[src/rtl/fpu_sequencer_pkg.sv]
// Shared FPU definitions: float opcodes, sequencer state encoding and the canonical qNaN.
package fpu_sequencer_pkg;

    localparam logic [3:0] FLOAT_FADD  = 4'd0;
    localparam logic [3:0] FLOAT_FSUB  = 4'd1;
    localparam logic [3:0] FLOAT_FMUL  = 4'd2;
    localparam logic [3:0] FLOAT_FDIV  = 4'd3;
    localparam logic [3:0] FLOAT_FSQRT = 4'd4;
    localparam logic [3:0] FLOAT_FMIN  = 4'd5;
    localparam logic [3:0] FLOAT_FMAX  = 4'd6;
    localparam logic [3:0] FLOAT_FCMP  = 4'd7;

    localparam logic [31:0] FLOAT_QNAN = 32'h7FC0_0000;

    typedef enum logic [2:0] {
        ST_IDLE  = 3'd0,
        ST_FAST  = 3'd1,
        ST_START = 3'd2,
        ST_WAIT  = 3'd3,
        ST_DONE  = 3'd4
    } seq_state_t;

    // fdiv/fsqrt go through the start/done handshake, everything else is single-cycle.
    function automatic logic is_iterative(input logic [3:0] op);
        return (op == FLOAT_FDIV) || (op == FLOAT_FSQRT);
    endfunction

endpackage

[src/rtl/fpu_sequencer_if.sv]
// Request, unit-handshake and write-back signals between the sequencer and the FPU datapath.
interface fpu_sequencer_if #(
    parameter int DATA_W = 32
);
    logic              req_valid;
    logic              req_ready;
    logic [3:0]        req_op;
    logic [DATA_W-1:0] req_x1;
    logic [DATA_W-1:0] req_x2;
    logic [3:0]        op_q;
    logic [DATA_W-1:0] x1_q;
    logic [DATA_W-1:0] x2_q;
    logic [DATA_W-1:0] fast_result;
    logic              fsub_sign;
    logic              div_start;
    logic              sqrt_start;
    logic              div_done;
    logic              sqrt_done;
    logic [DATA_W-1:0] div_result;
    logic [DATA_W-1:0] sqrt_result;
    logic              wb_valid;
    logic [DATA_W-1:0] wb_data;
    logic [3:0]        wb_cr;
    logic              busy;
    logic              err_timeout;

    modport slave (
        input  req_valid, req_op, req_x1, req_x2, fast_result, fsub_sign,
               div_done, sqrt_done, div_result, sqrt_result,
        output req_ready, op_q, x1_q, x2_q, div_start, sqrt_start,
               wb_valid, wb_data, wb_cr, busy, err_timeout
    );

    modport master (
        output req_valid, req_op, req_x1, req_x2, fast_result, fsub_sign,
               div_done, sqrt_done, div_result, sqrt_result,
        input  req_ready, op_q, x1_q, x2_q, div_start, sqrt_start,
               wb_valid, wb_data, wb_cr, busy, err_timeout
    );

endinterface

[src/rtl/fpu_sequencer.sv]
// Execute-stage FPU issue sequencer: latches one operation, schedules single-cycle units
// directly and drives fdiv/fsqrt through a start/done handshake bounded by a timeout.
module fpu_sequencer
    import fpu_sequencer_pkg::*;
#(
    parameter int DATA_W  = 32,
    parameter int TIMEOUT = 63
) (
    input  logic            clk,
    input  logic            rstn,
    fpu_sequencer_if.slave  bus
);

    localparam int CNT_W = $clog2(TIMEOUT + 1);

    seq_state_t        state, state_nxt;
    logic [CNT_W-1:0]  cnt;
    logic [3:0]        op_q;
    logic [DATA_W-1:0] x1_q, x2_q;
    logic [DATA_W-1:0] wb_data;
    logic [3:0]        wb_cr;
    logic              wb_valid, div_start, sqrt_start, err_timeout;

    logic              sel_done, cnt_hit;
    logic [DATA_W-1:0] sel_result;
    logic              wb_valid_nxt, div_start_nxt, sqrt_start_nxt;
    logic              ld_fast, ld_unit, ld_tmo;

    // Compare flags: 0010 equal, 1000 less (x1-x2 negative), 0100 greater.
    function automatic logic [3:0] cmp_flags(input logic [DATA_W-1:0] a,
                                             input logic [DATA_W-1:0] b,
                                             input logic neg);
        if (a == b)  return 4'b0010;
        else if (neg) return 4'b1000;
        else          return 4'b0100;
    endfunction

    // Only the unit matching the latched opcode can complete the operation.
    assign sel_done   = (op_q == FLOAT_FDIV) ? bus.div_done   : bus.sqrt_done;
    assign sel_result = (op_q == FLOAT_FDIV) ? bus.div_result : bus.sqrt_result;
    assign cnt_hit    = (cnt == CNT_W'(TIMEOUT));

    always_ff @(posedge clk or negedge rstn) begin
        if (!rstn) state <= ST_IDLE;
        else       state <= state_nxt;
    end

    always_comb begin
        state_nxt = state;
        case (state)
            ST_IDLE:  if (bus.req_valid)
                          state_nxt = is_iterative(bus.req_op) ? ST_START : ST_FAST;
            ST_FAST:  state_nxt = ST_DONE;
            ST_START: state_nxt = ST_WAIT;
            ST_WAIT:  if (sel_done || cnt_hit) state_nxt = ST_DONE;
            ST_DONE:  state_nxt = ST_IDLE;
            default:  state_nxt = ST_IDLE;
        endcase
    end

    always_comb begin
        div_start_nxt  = 1'b0;
        sqrt_start_nxt = 1'b0;
        wb_valid_nxt   = 1'b0;
        ld_fast        = 1'b0;
        ld_unit        = 1'b0;
        ld_tmo         = 1'b0;
        case (state)
            ST_IDLE: begin
                div_start_nxt  = bus.req_valid && (bus.req_op == FLOAT_FDIV);
                sqrt_start_nxt = bus.req_valid && (bus.req_op == FLOAT_FSQRT);
            end
            ST_FAST: begin
                ld_fast      = 1'b1;
                wb_valid_nxt = 1'b1;
            end
            ST_WAIT: begin
                ld_unit      = sel_done;
                ld_tmo       = !sel_done && cnt_hit;
                wb_valid_nxt = sel_done || cnt_hit;
            end
            default: ;
        endcase
    end

    always_ff @(posedge clk or negedge rstn) begin
        if (!rstn) begin
            op_q        <= '0;
            x1_q        <= '0;
            x2_q        <= '0;
            cnt         <= '0;
            wb_valid    <= 1'b0;
            div_start   <= 1'b0;
            sqrt_start  <= 1'b0;
            wb_data     <= '0;
            wb_cr       <= '0;
            err_timeout <= 1'b0;
        end else begin
            wb_valid   <= wb_valid_nxt;
            div_start  <= div_start_nxt;
            sqrt_start <= sqrt_start_nxt;
            if (bus.req_valid && (state == ST_IDLE)) begin
                op_q <= bus.req_op;
                x1_q <= bus.req_x1;
                x2_q <= bus.req_x2;
            end
            if (state == ST_START)
                cnt <= '0;
            else if ((state == ST_WAIT) && !sel_done && !cnt_hit)
                cnt <= cnt + 1'b1;
            if (ld_fast) begin
                wb_data <= bus.fast_result;
                wb_cr   <= cmp_flags(x1_q, x2_q, bus.fsub_sign);
            end
            if (ld_unit) begin
                wb_data <= sel_result;
                wb_cr   <= 4'b0010;
            end
            // Timeout aborts with a quiet NaN and leaves a sticky error until reset.
            if (ld_tmo) begin
                wb_data     <= DATA_W'(FLOAT_QNAN);
                err_timeout <= 1'b1;
            end
        end
    end

    assign bus.req_ready   = (state == ST_IDLE);
    assign bus.busy        = (state != ST_IDLE);
    assign bus.op_q        = op_q;
    assign bus.x1_q        = x1_q;
    assign bus.x2_q        = x2_q;
    assign bus.div_start   = div_start;
    assign bus.sqrt_start  = sqrt_start;
    assign bus.wb_valid    = wb_valid;
    assign bus.wb_data     = wb_data;
    assign bus.wb_cr       = wb_cr;
    assign bus.err_timeout = err_timeout;

endmodule
[src/flat_wrapper.sv]
// flat-port wrapper written by rule: the top's interface ports become plain ports
module fpu_sequencer_flat import fpu_sequencer_pkg::*;
#(
    parameter int DATA_W  = 32,
    parameter int TIMEOUT = 63
)
  (clk, rstn, bus_req_valid, bus_req_op, bus_req_x1, bus_req_x2, bus_fast_result, bus_fsub_sign, bus_div_done, bus_sqrt_done, bus_div_result, bus_sqrt_result, bus_req_ready, bus_op_q, bus_x1_q, bus_x2_q, bus_div_start, bus_sqrt_start, bus_wb_valid, bus_wb_data, bus_wb_cr, bus_busy, bus_err_timeout);
  fpu_sequencer_if #(.DATA_W(DATA_W)) bus_i ();
  input  logic clk;
  input  logic rstn;
  input wire logic [$bits(bus_i.req_valid)-1:0] bus_req_valid;
  input wire logic [$bits(bus_i.req_op)-1:0] bus_req_op;
  input wire logic [$bits(bus_i.req_x1)-1:0] bus_req_x1;
  input wire logic [$bits(bus_i.req_x2)-1:0] bus_req_x2;
  input wire logic [$bits(bus_i.fast_result)-1:0] bus_fast_result;
  input wire logic [$bits(bus_i.fsub_sign)-1:0] bus_fsub_sign;
  input wire logic [$bits(bus_i.div_done)-1:0] bus_div_done;
  input wire logic [$bits(bus_i.sqrt_done)-1:0] bus_sqrt_done;
  input wire logic [$bits(bus_i.div_result)-1:0] bus_div_result;
  input wire logic [$bits(bus_i.sqrt_result)-1:0] bus_sqrt_result;
  output wire logic [$bits(bus_i.req_ready)-1:0] bus_req_ready;
  output wire logic [$bits(bus_i.op_q)-1:0] bus_op_q;
  output wire logic [$bits(bus_i.x1_q)-1:0] bus_x1_q;
  output wire logic [$bits(bus_i.x2_q)-1:0] bus_x2_q;
  output wire logic [$bits(bus_i.div_start)-1:0] bus_div_start;
  output wire logic [$bits(bus_i.sqrt_start)-1:0] bus_sqrt_start;
  output wire logic [$bits(bus_i.wb_valid)-1:0] bus_wb_valid;
  output wire logic [$bits(bus_i.wb_data)-1:0] bus_wb_data;
  output wire logic [$bits(bus_i.wb_cr)-1:0] bus_wb_cr;
  output wire logic [$bits(bus_i.busy)-1:0] bus_busy;
  output wire logic [$bits(bus_i.err_timeout)-1:0] bus_err_timeout;
  assign bus_i.req_valid = bus_req_valid;
  assign bus_i.req_op = bus_req_op;
  assign bus_i.req_x1 = bus_req_x1;
  assign bus_i.req_x2 = bus_req_x2;
  assign bus_i.fast_result = bus_fast_result;
  assign bus_i.fsub_sign = bus_fsub_sign;
  assign bus_i.div_done = bus_div_done;
  assign bus_i.sqrt_done = bus_sqrt_done;
  assign bus_i.div_result = bus_div_result;
  assign bus_i.sqrt_result = bus_sqrt_result;
  assign bus_req_ready = bus_i.req_ready;
  assign bus_op_q = bus_i.op_q;
  assign bus_x1_q = bus_i.x1_q;
  assign bus_x2_q = bus_i.x2_q;
  assign bus_div_start = bus_i.div_start;
  assign bus_sqrt_start = bus_i.sqrt_start;
  assign bus_wb_valid = bus_i.wb_valid;
  assign bus_wb_data = bus_i.wb_data;
  assign bus_wb_cr = bus_i.wb_cr;
  assign bus_busy = bus_i.busy;
  assign bus_err_timeout = bus_i.err_timeout;
  fpu_sequencer #(.DATA_W(DATA_W), .TIMEOUT(TIMEOUT)) u_core (.clk(clk), .rstn(rstn), .bus(bus_i));
endmodule
[config.mk]
export PLATFORM = sky130hd
export DESIGN_NAME = fpu_sequencer_flat
export DESIGN_NICKNAME = d
export VERILOG_FILES = /design/src/rtl/fpu_sequencer_pkg.sv /design/src/rtl/fpu_sequencer_if.sv /design/src/rtl/fpu_sequencer.sv /design/src/flat_wrapper.sv
export SDC_FILE = /design/constraint.sdc
export NUM_CORES = 1
export LEC_CHECK = 0
export ABC_AREA = 1
export BUFFER_PORTS_ARGS = -buffer_cell sky130_fd_sc_hd__buf_2
export CORE_AREA = 2 2 117 119
export CTS_CLUSTER_DIAMETER = 200
export DETAILED_ROUTE_END_ITERATION = 7
export DIE_AREA = 0 0 119 121
export PLACE_DENSITY_LB_ADDON = 0.25
export SLEW_MARGIN = 20
export SYNTH_ARGS = -nofsm -noshare
export SYNTH_HDL_FRONTEND = slang
export SYNTH_SLANG_ARGS = --single-unit
[constraint.sdc]
create_clock -name clk -period 1.8 [get_ports clk]
set_clock_uncertainty 0.05 [all_clocks]
set_input_delay 0.18 -clock clk [delete_from_list [all_inputs] [get_ports clk]]
set_output_delay 0.18 -clock clk [all_outputs]
set_load 0.05 [all_outputs]
==> impl_metrics.yaml, run 1 <==
run_status:
  status: "complete, no violations"
layout:
  register_area_um2: 2910
  area_growth_syn_to_layout_pct: 51.2
  multi_input_area_um2: 2510
  antennaDiodeCount: 0
  nFillCells: 1036
  drive_gt1_frac: 0.350
  final_nets: 1229
cts:
  clkSinkCount: 116
  htree_levels: 4
  postCtsSetupBuffers: 0
  path_clk_slew_ns: 0.05
  clock_latency_ns: 0.41
  root_buffer: "clkbuf_16"
  cts_buffer_depth: 2
  cts_made_buffers: 17
  cts_tree: "built"
sta:
  finalMaxSlewViolations: 0
  fin_crit_ns: 1.70
  timing.fmax_ghz: 0.589
  finalWorstSetupSlack_ns: 0.102
  fin_tns_setup_ns: 0
  rsz0062_at_grt: "false"
  setup_viol_count_final: 0
  finalCritPeriodShare: 0.943
  hold_violations: 0
flow_run:
  drv_cap: 0
synth:
  synthTopCellsByArea: "dfrtp_1, nand2_1, mux2_2, nand3_1, inv_1"
  synthArstFlopShare: 1.00
  ys_seq_area_frac: 0.502
  synth_top_area_cell: "dfrtp_1"
  ys.flop_type: "dfrtp_1"
  yosysUniqueCellTypes: 28
  syn_area_um2: 5780
  synth_fp_nets: 885
  syn-instance-count: 714
  synth-seq-cells: 116
  yosysTopAreaCellShare: 0.502
  synth_warnings: 0
  syn_area_per_cell_um2: 8.09
  synth_edf_count: 0
worst_setup_path:
  critical_path_class: "flip-flop to flip-flop"
  required_ns: 2.05
  cpMostUsedCell: "nand2_4"
  cp_max_fo: 10
  critPathMaxStageDelay_ns: 0.43
  worstPathCellList: "nor2_4 > nand2_4 > nand2_2 > nand2_4 > nand2_8 > nand2_8 > inv_4 > nand2_4 > buf_4 > o21ai_1 > inv_1"
  critical_path_arrival_ns: 1.94
  critPathLaunchType: "flip-flop"
  cp-end-kind: "flip-flop"
  slowest_stage: "dfrtp_2"
die:
  die_w_um: 119
  initial_utilization: 0.442
  rows: 42
  die_area_um2: 14400
  dieHeight_um: 121
  io_pins: 280
  coreArea_um2: 13100
grt:
  grt_pass1_wl_mm: 29.3
  antenna_found_initial: 0
  grt_max_degree: 72
  gr-usage-all-layers: 0.262
  grt_overflow_total: 0
  grt_pass1_vias: 6064
place:
  gp_routability_congestion: 0.823
  dp_slack_ns: 0.102
  io_buffers: 278
  dpl.hpwl_mm: 12.8
min_path:
  hold_class: "input port to flip-flop"
route:
  drtIter0Drc: 293
  wl_per_cell_um: 15.0
  viasPerCell: 4.86
  ant_nets: 0
  dr.pass1.iters: 7
  drc_errors: 0
  wirelength_mm: 18.7
  vias: 6060
power:
  leakage_nw: 4.72
  p_per_area_nw_per_um2: 2090
  vdd_drop_max_mv: 1.90
## final cells by class
class                           count  area share
Timing Repair Buffer              359       0.256
Tap cell                          176      0.0252
Sequential cell                   116       0.333
Inverter                           62      0.0275
Clock inverter                      9      0.0142
Clock buffer                       23      0.0570
Multi-Input combinational cell    502       0.287
## sequential cells by signal, indices dropped and copies added (netlist names)
name                    cells
u_core.bus.op_q             4
u_core.bus.wb_cr            3
u_core.bus.wb_data         32
u_core.bus.x2_q            32
u_core.bus.div_start        1
u_core.bus.err_timeout      1
u_core.state                3
u_core.bus.sqrt_start       1
u_core.bus.wb_valid         1
u_core.cnt                  6
u_core.bus.x1_q            32
## per-stage QoR
stage / util / hold WS, ns / area, um^2 / total power [mW] / cells
floorplan: - / -0.166 / 5790 / 12.0 / 714
global placement: 0.569 / 0.0606 / 7440 / 14.4 / 1150
detailed placement: 0.569 / 0.0588 / 7440 / 14.5 / 1150
CTS: 0.666 / 0.00217 / 8710 / 18.2 / 1247
global route: 0.668 / 0.000316 / 8740 / 19.3 / 1247
finish: 0.668 / 0.0153 / 8740 / 18.3 / 1247
## what timing repair did
action / CTS / global route
hold buffers: 65 / 0
gates resized for setup: 0 / 7
setup endpoints to repair: 0 / 32
endpoints found under the hold margin: 162 / 0
## per-layer routing
metal,share of wire,routed length [um],GRT usage
met1,0.38,7140,0.293
met2,0.51,9470,0.456
met3,0.078,1460,0.0738
met4,0.035,652,0.138
met5,0,0,0
## synth_stat cells (2+ instances only)
cell type / number
xor2_1: 3
o21ai_1: 15
buf_2: 6
inv_1: 59
nand2_1: 233
mux2_2: 28
a21oi_1: 39
dfrtp_1: 116
nor2_1: 58
xnor2_1: 15
o21ai_0: 34
nand2_4: 5
buf_6: 3
inv_4: 2
nand3_1: 47
o31ai_1: 4
clkbuf_1: 20
buf_1: 2
nand4_1: 14
buf_4: 3
## where the power goes
part           switching (mW)  leakage (nW)  total, mW  internal [mW]
registers               0.954          1.36       4.80           3.85
clock network            1.16         0.313       3.51           2.35
logic                    7.31          3.06       9.96           2.66
total                    9.42          4.72       18.3           8.85
## cells by family after synthesis
family	Yosys count	share of synthesized area
xor gates and xnor gates	18	0.0273
and+or+nand+nor	362	0.261
muxes	28	0.0546
adders and majority gates	1	0.00216
AOI/OAI and AO/OA	92	0.0814
DFF	116	0.502
buffers and inverters	96	0.0704
other	1	0.000649
## worst max-delay path: cells and delay by family (launching register included)
family,cells,cell delay [ns]
buffers and inverters,3,0.32
and+or+nand+nor,7,0.64
AOI/OAI and AO/OA,1,0.14
DFF,1,0.43
## path summary, 6_finish.rpt
path	start	endpoint	slack (ns)	cells after the start
worst max-delay path	u_core.bus.op_q[2]	u_core.bus.wb_data[24]	0.10	11
worst min-delay path	bus_fsub_sign	u_core.bus.wb_cr[2]	0.02	4
worst max register to register	u_core.bus.op_q[2]	u_core.bus.wb_data[24]	0.10	11
worst min register to register	u_core.bus.wb_data[31]	u_core.bus.wb_data[31]	0.41	2
max in group asynchronous	rstn	u_core.cnt[0]	0.93	3
min in group asynchronous	rstn	u_core.bus.x1_q[25]	0.17	2
## cells in the final DEF, fill, tap and decap left out, types with 15 or more instances in the layout
cell	Yosys	routed
nor2_1	58	55
a21oi_1	39	39
buf_2	6	277
dlygate4sd3_1	0	65
xnor2_1	15	15
inv_1	59	58
mux2_2	28	28
nand2_1	233	232
o21ai_0	34	34
dfrtp_1	116	112
clkbuf_16	0	17
nand3_1	47	47
(Power assumes the default switching activity.)
==> run 2, diff against run 1 <==
- GPL_TIMING_DRIVEN: unset -> 0
==> impl_metrics.yaml, run 2 (same netlist as run 1, synthesis figures left out) <==
grt:
  grt_overflow_total: 0
  antenna_found_initial: 1
  gr-usage-all-layers: 0.276
  grt_pass1_vias: 6294
  grt_pass1_wl_mm: 30.9
  grt_max_degree: 61
worst_setup_path:
  worst_r2r_endpoint: "u_core.bus.wb_data[9]"
  r2r-start: "u_core.bus.op_q[3]"
  cp_max_fo: 7
  critical_path_arrival_ns: 2.00
  rr_worst_depth: 11
  rrSetupSlack_ns: 0.04
  critical_path_class: "flip-flop to flip-flop"
  critPathLaunchType: "flip-flop"
  cp-end-kind: "flip-flop"
  required_ns: 2.03
sta:
  worst_hold_slack_ns: 0.00891
  relSlewSlack: 0.630
  finalCritPeriodShare: 0.979
  setup_viol_count_final: 0
  hold_violations: 0
  tightest_slew_ns: 0.556
  rsz0062_at_grt: "true"
  timing.fmax_ghz: 0.567
  finalWorstSetupSlack_ns: 0.0371
  fin_crit_ns: 1.76
  finalMaxSlewViolations: 0
min_path:
  whs_endpoint: "u_core.bus.x2_q[1]"
  min_from: "bus_req_x2[1]"
  hold_depth: 3
  hold_class: "input port to flip-flop"
route:
  wirelength_mm: 19.6
  met1_length_mm: 7.39
  viasPerCell: 4.92
  met2WireLength_mm: 10.1
  vias: 6263
  met3WireLength_mm: 1.54
  dr.pass1.iters: 5
  highest_layer: "met4"
  drtIter0Drc: 336
  drc_errors: 0
  wl_per_cell_um: 15.4
  ant_nets: 0
die:
  die_area_um2: 14400
  io_pins: 280
  die_w_um: 119
  coreArea_um2: 13100
  dieHeight_um: 121
  rows: 42
  initial_utilization: 0.442
power:
  pwr-share-comb: 0.560
  sw_frac_of_total: 0.517
  vdd_drop_max_mv: 1.58
  p_sw_mw: 9.65
  p_per_area_nw_per_um2: 2100
  leakage_nw: 4.79
  p_seq_frac: 0.257
  p_int_mw: 9.02
  p_clk_frac: 0.184
layout:
  mostFrequentLayoutCell: "buf_2"
  area_growth_syn_to_layout_pct: 53.6
  top_regs: "u_core.bus.wb_data: 32 flops, u_core.bus.x1_q: 32 flops, u_core.bus.x2_q: 32 flops"
  layout_common_cells: "buf_2, nand2_1, dfrtp_1"
  drive_gt1_frac: 0.365
  final_nets: 1253
  nFillCells: 1041
cts:
  htree_levels: 4
  clock_latency_ns: 0.41
  path_clk_slew_ns: 0.05
  clkSinkCount: 116
  cts_made_buffers: 17
  root_buffer: "clkbuf_16"
  cts_buffer_depth: 2
  cts_tree: "built"
run_status:
  status: "complete, no violations"
place:
  dp_slack_ns: -0.231
  gp_routability_congestion: 0.841
  io_buffers: 278
  dpl.hpwl_mm: 13.5
flow_run:
  drv_cap: 0
==> run 2: layer usage <==
metal,track usage,vias up
met5,0,-
met4,0.121,0
met1,0.298,2930
li1,-,3021
met2,0.504,274
met3,0.0766,38
==> run 2: power groups by stage <==
stage | Sequential (mW) | Combinational (mW) | Clock, mW
after floorplan | 8.68 | 3.34 | 0
after global placement | 4.70 | 9.78 | 0
after detailed placement | 4.75 | 9.87 | 0
after CTS | 4.74 | 10.1 | 3.48
after global routing | 4.95 | 11.1 | 3.62
final | 4.79 | 10.4 | 3.43
==> run 2: final cells by class <==
type,count,area (um^2),area share
antenna,1,2.50,0.000282
buffer,32,205,0.0231
clock buffer,23,478,0.0538
clock inverter,9,126,0.0142
inverter,62,250,0.0282
multi-input combinational,502,2540,0.287
sequential,116,2910,0.328
tap,176,220,0.0248
timing repair buffer,351,2140,0.241
==> run 2: what timing repair did <==
item,CTS,global route
setup buffers,4,3
resized for setup,17,41
cloned,0,1
endpoints found under the hold margin,119,0
hold buffers,64,0
endpoints found under the setup margin,73,95
pin swaps,2,3
==> run 2: through the flow <==
stage	TNS [ns]	util	instances	power, mW	instance area [um^2]
after detailed placement	-10.15	0.568	1169	14.6	7440
after CTS	0	0.670	1269	18.4	8760
after global placement	-121.11	0.566	1168	14.5	7400
after global routing	-1.38	0.679	1272	19.7	8880
after floorplan	0	-	714	12.0	5790
final	0	0.679	1272	18.7	8880
==> run 2: worst max-delay path by stage <==
stage	cells past startpoint	startpoint	to	slack (ns)
CTS	11	u_core.bus.op_q[2]	u_core.bus.wb_data[24]	0.004
detailed placement	7	u_core.state[2]	u_core.bus.x2_q[1]	-0.23
finish	11	u_core.bus.op_q[3]	u_core.bus.wb_data[9]	0.04
global route	9	u_core.cnt[0]	u_core.bus.wb_data[6]	-0.08
floorplan	11	u_core.bus.op_q[3]	u_core.bus.wb_data[22]	0.04
global placement	1	rstn	u_core.bus.op_q[3]	-1.17
==> run 2: critical path, stage by stage, from the launching register on <==
cell,delay (ns)
dfrtp_2,0.42
nor2_4,0.24
nand2_4,0.11
nand2_4,0.07
nand2_4,0.08
inv_1,0.09
nand3_2,0.13
nand2_4,0.14
inv_8,0.05
clkbuf_16,0.15
nand2_1,0.05
o21ai_1,0.05
==> run 3, diff against run 2 <==
- CORE_AREA: 2 2 117 119 -> 2 2 121 123
- DIE_AREA: 0 0 119 121 -> 0 0 123 125
- PLACE_DENSITY: unset -> 0.78
- PLACE_DENSITY_LB_ADDON: 0.25 -> unset
- clock period: 1.8 -> 1.5 ns (I/O delays scaled with it)
==> impl_metrics.yaml, run 3 (same netlist as run 1, synthesis figures left out) <==
flow_run:
  drv_cap: 0
place:
  gp_routability_congestion: 0.953
  dpl.hpwl_mm: 14.6
  io_buffers: 278
  dpl_cell_area_um2: 7570
  dp.cells: 1177
die:
  io_pins: 280
  initial_utilization: 0.407
  die_w_um: 123
  rows: 44
  dieHeight_um: 125
  coreArea_um2: 14200
  die_area_um2: 15400
min_path:
  hold_class: "input port to flip-flop"
  whs_endpoint: "u_core.bus.wb_data[19]"
  min_from: "bus_sqrt_result[19]"
  hold_depth: 5
sta:
  fin_tns_setup_ns: -16.67
  finalMaxSlewViolations: 0
  finalCritPeriodShare: 1.16
  finalWorstSetupSlack_ns: -0.239
  setup_viol_count_final: 114
  fin_crit_ns: 1.74
  timing.fmax_ghz: 0.575
  hold_violations: 0
  worst_hold_slack_ns: 0.00266
  rsz0062_at_grt: "true"
worst_setup_path:
  rrSetupSlack_ns: -0.24
  critical_path_arrival_ns: 2.00
  r2r-start: "u_core.cnt[0]"
  worst_r2r_endpoint: "u_core.bus.wb_data[7]"
  critical_path_depth: 9
  critPathLaunchType: "flip-flop"
  path_delay_family: "simple AND/OR/NAND/NOR gates"
  critical_path_class: "flip-flop to flip-flop"
  cpMostUsedCell: "nand2_1"
  required_ns: 1.76
  rr_worst_depth: 9
  cp_max_fo: 5
  cp-end-kind: "flip-flop"
  worstPathCellList: "ha_2 > nand3_2 > nor2_4 > nand3_4 > nand2_8 > clkinv_8 > clkbuf_16 > nand2_1 > nand2_1"
  critPathBufInv: 2
  critPathMaxStageDelay_ns: 0.41
  slowest_stage: "dfrtp_1"
layout:
  final_cell_count_no_fill: 1340
  final_nets: 1313
  drive_gt1_frac: 0.480
  layout_common_cells: "buf_2, nand2_1, dfrtp_1"
  area_growth_syn_to_layout_pct: 81.2
  nFillCells: 956
  mostFrequentLayoutCell: "buf_2"
  final_core_util: 0.737
  design_area_um2: 10500
  top_regs: "u_core.bus.wb_data: 32 flops, u_core.bus.x1_q: 32 flops, u_core.bus.x2_q: 32 flops"
run_status:
  violations: "setup timing"
  status: "finished, violations left"
route:
  ant_nets: 0
  drtIter0Drc: 453
  wl_per_cell_um: 18.2
  viasPerCell: 5.13
  vias: 6877
  dr.pass1.iters: 5
  wirelength_mm: 24.4
  drc_errors: 0
power:
  vdd_drop_max_mv: 1.87
  leakage_nw: 5.34
  p_per_area_nw_per_um2: 2430
cts:
  clkSinkCount: 116
  htree_levels: 4
  clock_latency_ns: 0.43
  cts_tree: "built"
  path_clk_slew_ns: 0.06
  cts_made_buffers: 17
  cts_buffer_depth: 2
  root_buffer: "clkbuf_16"
grt:
  antenna_found_initial: 1
  grt_pass1_wl_mm: 34.2
  gr-usage-all-layers: 0.293
  grt_max_degree: 70
  grt_pass1_vias: 6530
  grt_overflow_total: 0
## run 3: how the worst max path moves through the flow
stage	startpoint	end	slack, ns
6_report	u_core.cnt[0]	u_core.bus.wb_data[7]	-0.24
3_3_place_gp	rstn	u_core.bus.op_q[2]	-1.48
3_5_place_dp	u_core.bus.op_q[2]	u_core.bus.wb_data[6]	-0.56
5_1_grt	u_core.cnt[0]	u_core.bus.wb_data[9]	-0.31
4_1_cts	u_core.cnt[0]	u_core.cnt[0]	-0.19
2_1_floorplan	u_core.bus.op_q[2]	u_core.bus.wb_data[22]	-0.25
## run 3: routing by layer
layer / GRT usage / vias to the layer above / part of all wire
met1: 0.370 / 3264 / 0.39
met2: 0.474 / 360 / 0.50
met3: 0.0593 / 95 / 0.061
met4: 0.150 / 0 / 0.050
li1: - / 3158 / -
met5: 0 / - / 0
## run 3: through the flow
stage,worst slack [ns],total power [mW]
floorplan,-0.248,14.7
global placement,-1.48,17.7
detailed placement,-0.561,17.9
CTS,-0.190,23.5
global route,-0.313,26.6
finish,-0.239,25.5
## run 3: worst register-to-register path, cell delays in order, from the launching register on
cell	delay, ns
dfrtp_1	0.41
ha_2	0.23
nand3_2	0.13
nor2_4	0.20
nand3_4	0.13
nand2_8	0.13
clkinv_8	0.09
clkbuf_16	0.17
nand2_1	0.06
nand2_1	0.04
## run 3: cell type report
type                    instances  area (um^2)  share of cell area
inverters                      62          258              0.0246
flip-flops and latches        116         2910               0.278
plain buffers                  31          425              0.0406
clock buffers                  18          439              0.0419
well taps                     184          230              0.0220
repair buffers                412         2890               0.276
clock inverters                14          151              0.0145
multi-input cells             502         3170               0.302
diodes                          1         2.50            0.000239
## run 3: where the power goes
group | switching (mW) | internal (mW)
clock network | 1.61 | 2.51
logic | 10.3 | 5.12
registers | 1.28 | 4.61
## run 3: what timing repair did
item,CTS,global route
endpoints found under the setup margin,69,117
setup buffers,21,9
hold buffers,93,0
gates resized for setup,116,159
pin swaps,11,15
endpoints found under the hold margin,138,0
cloned,6,5
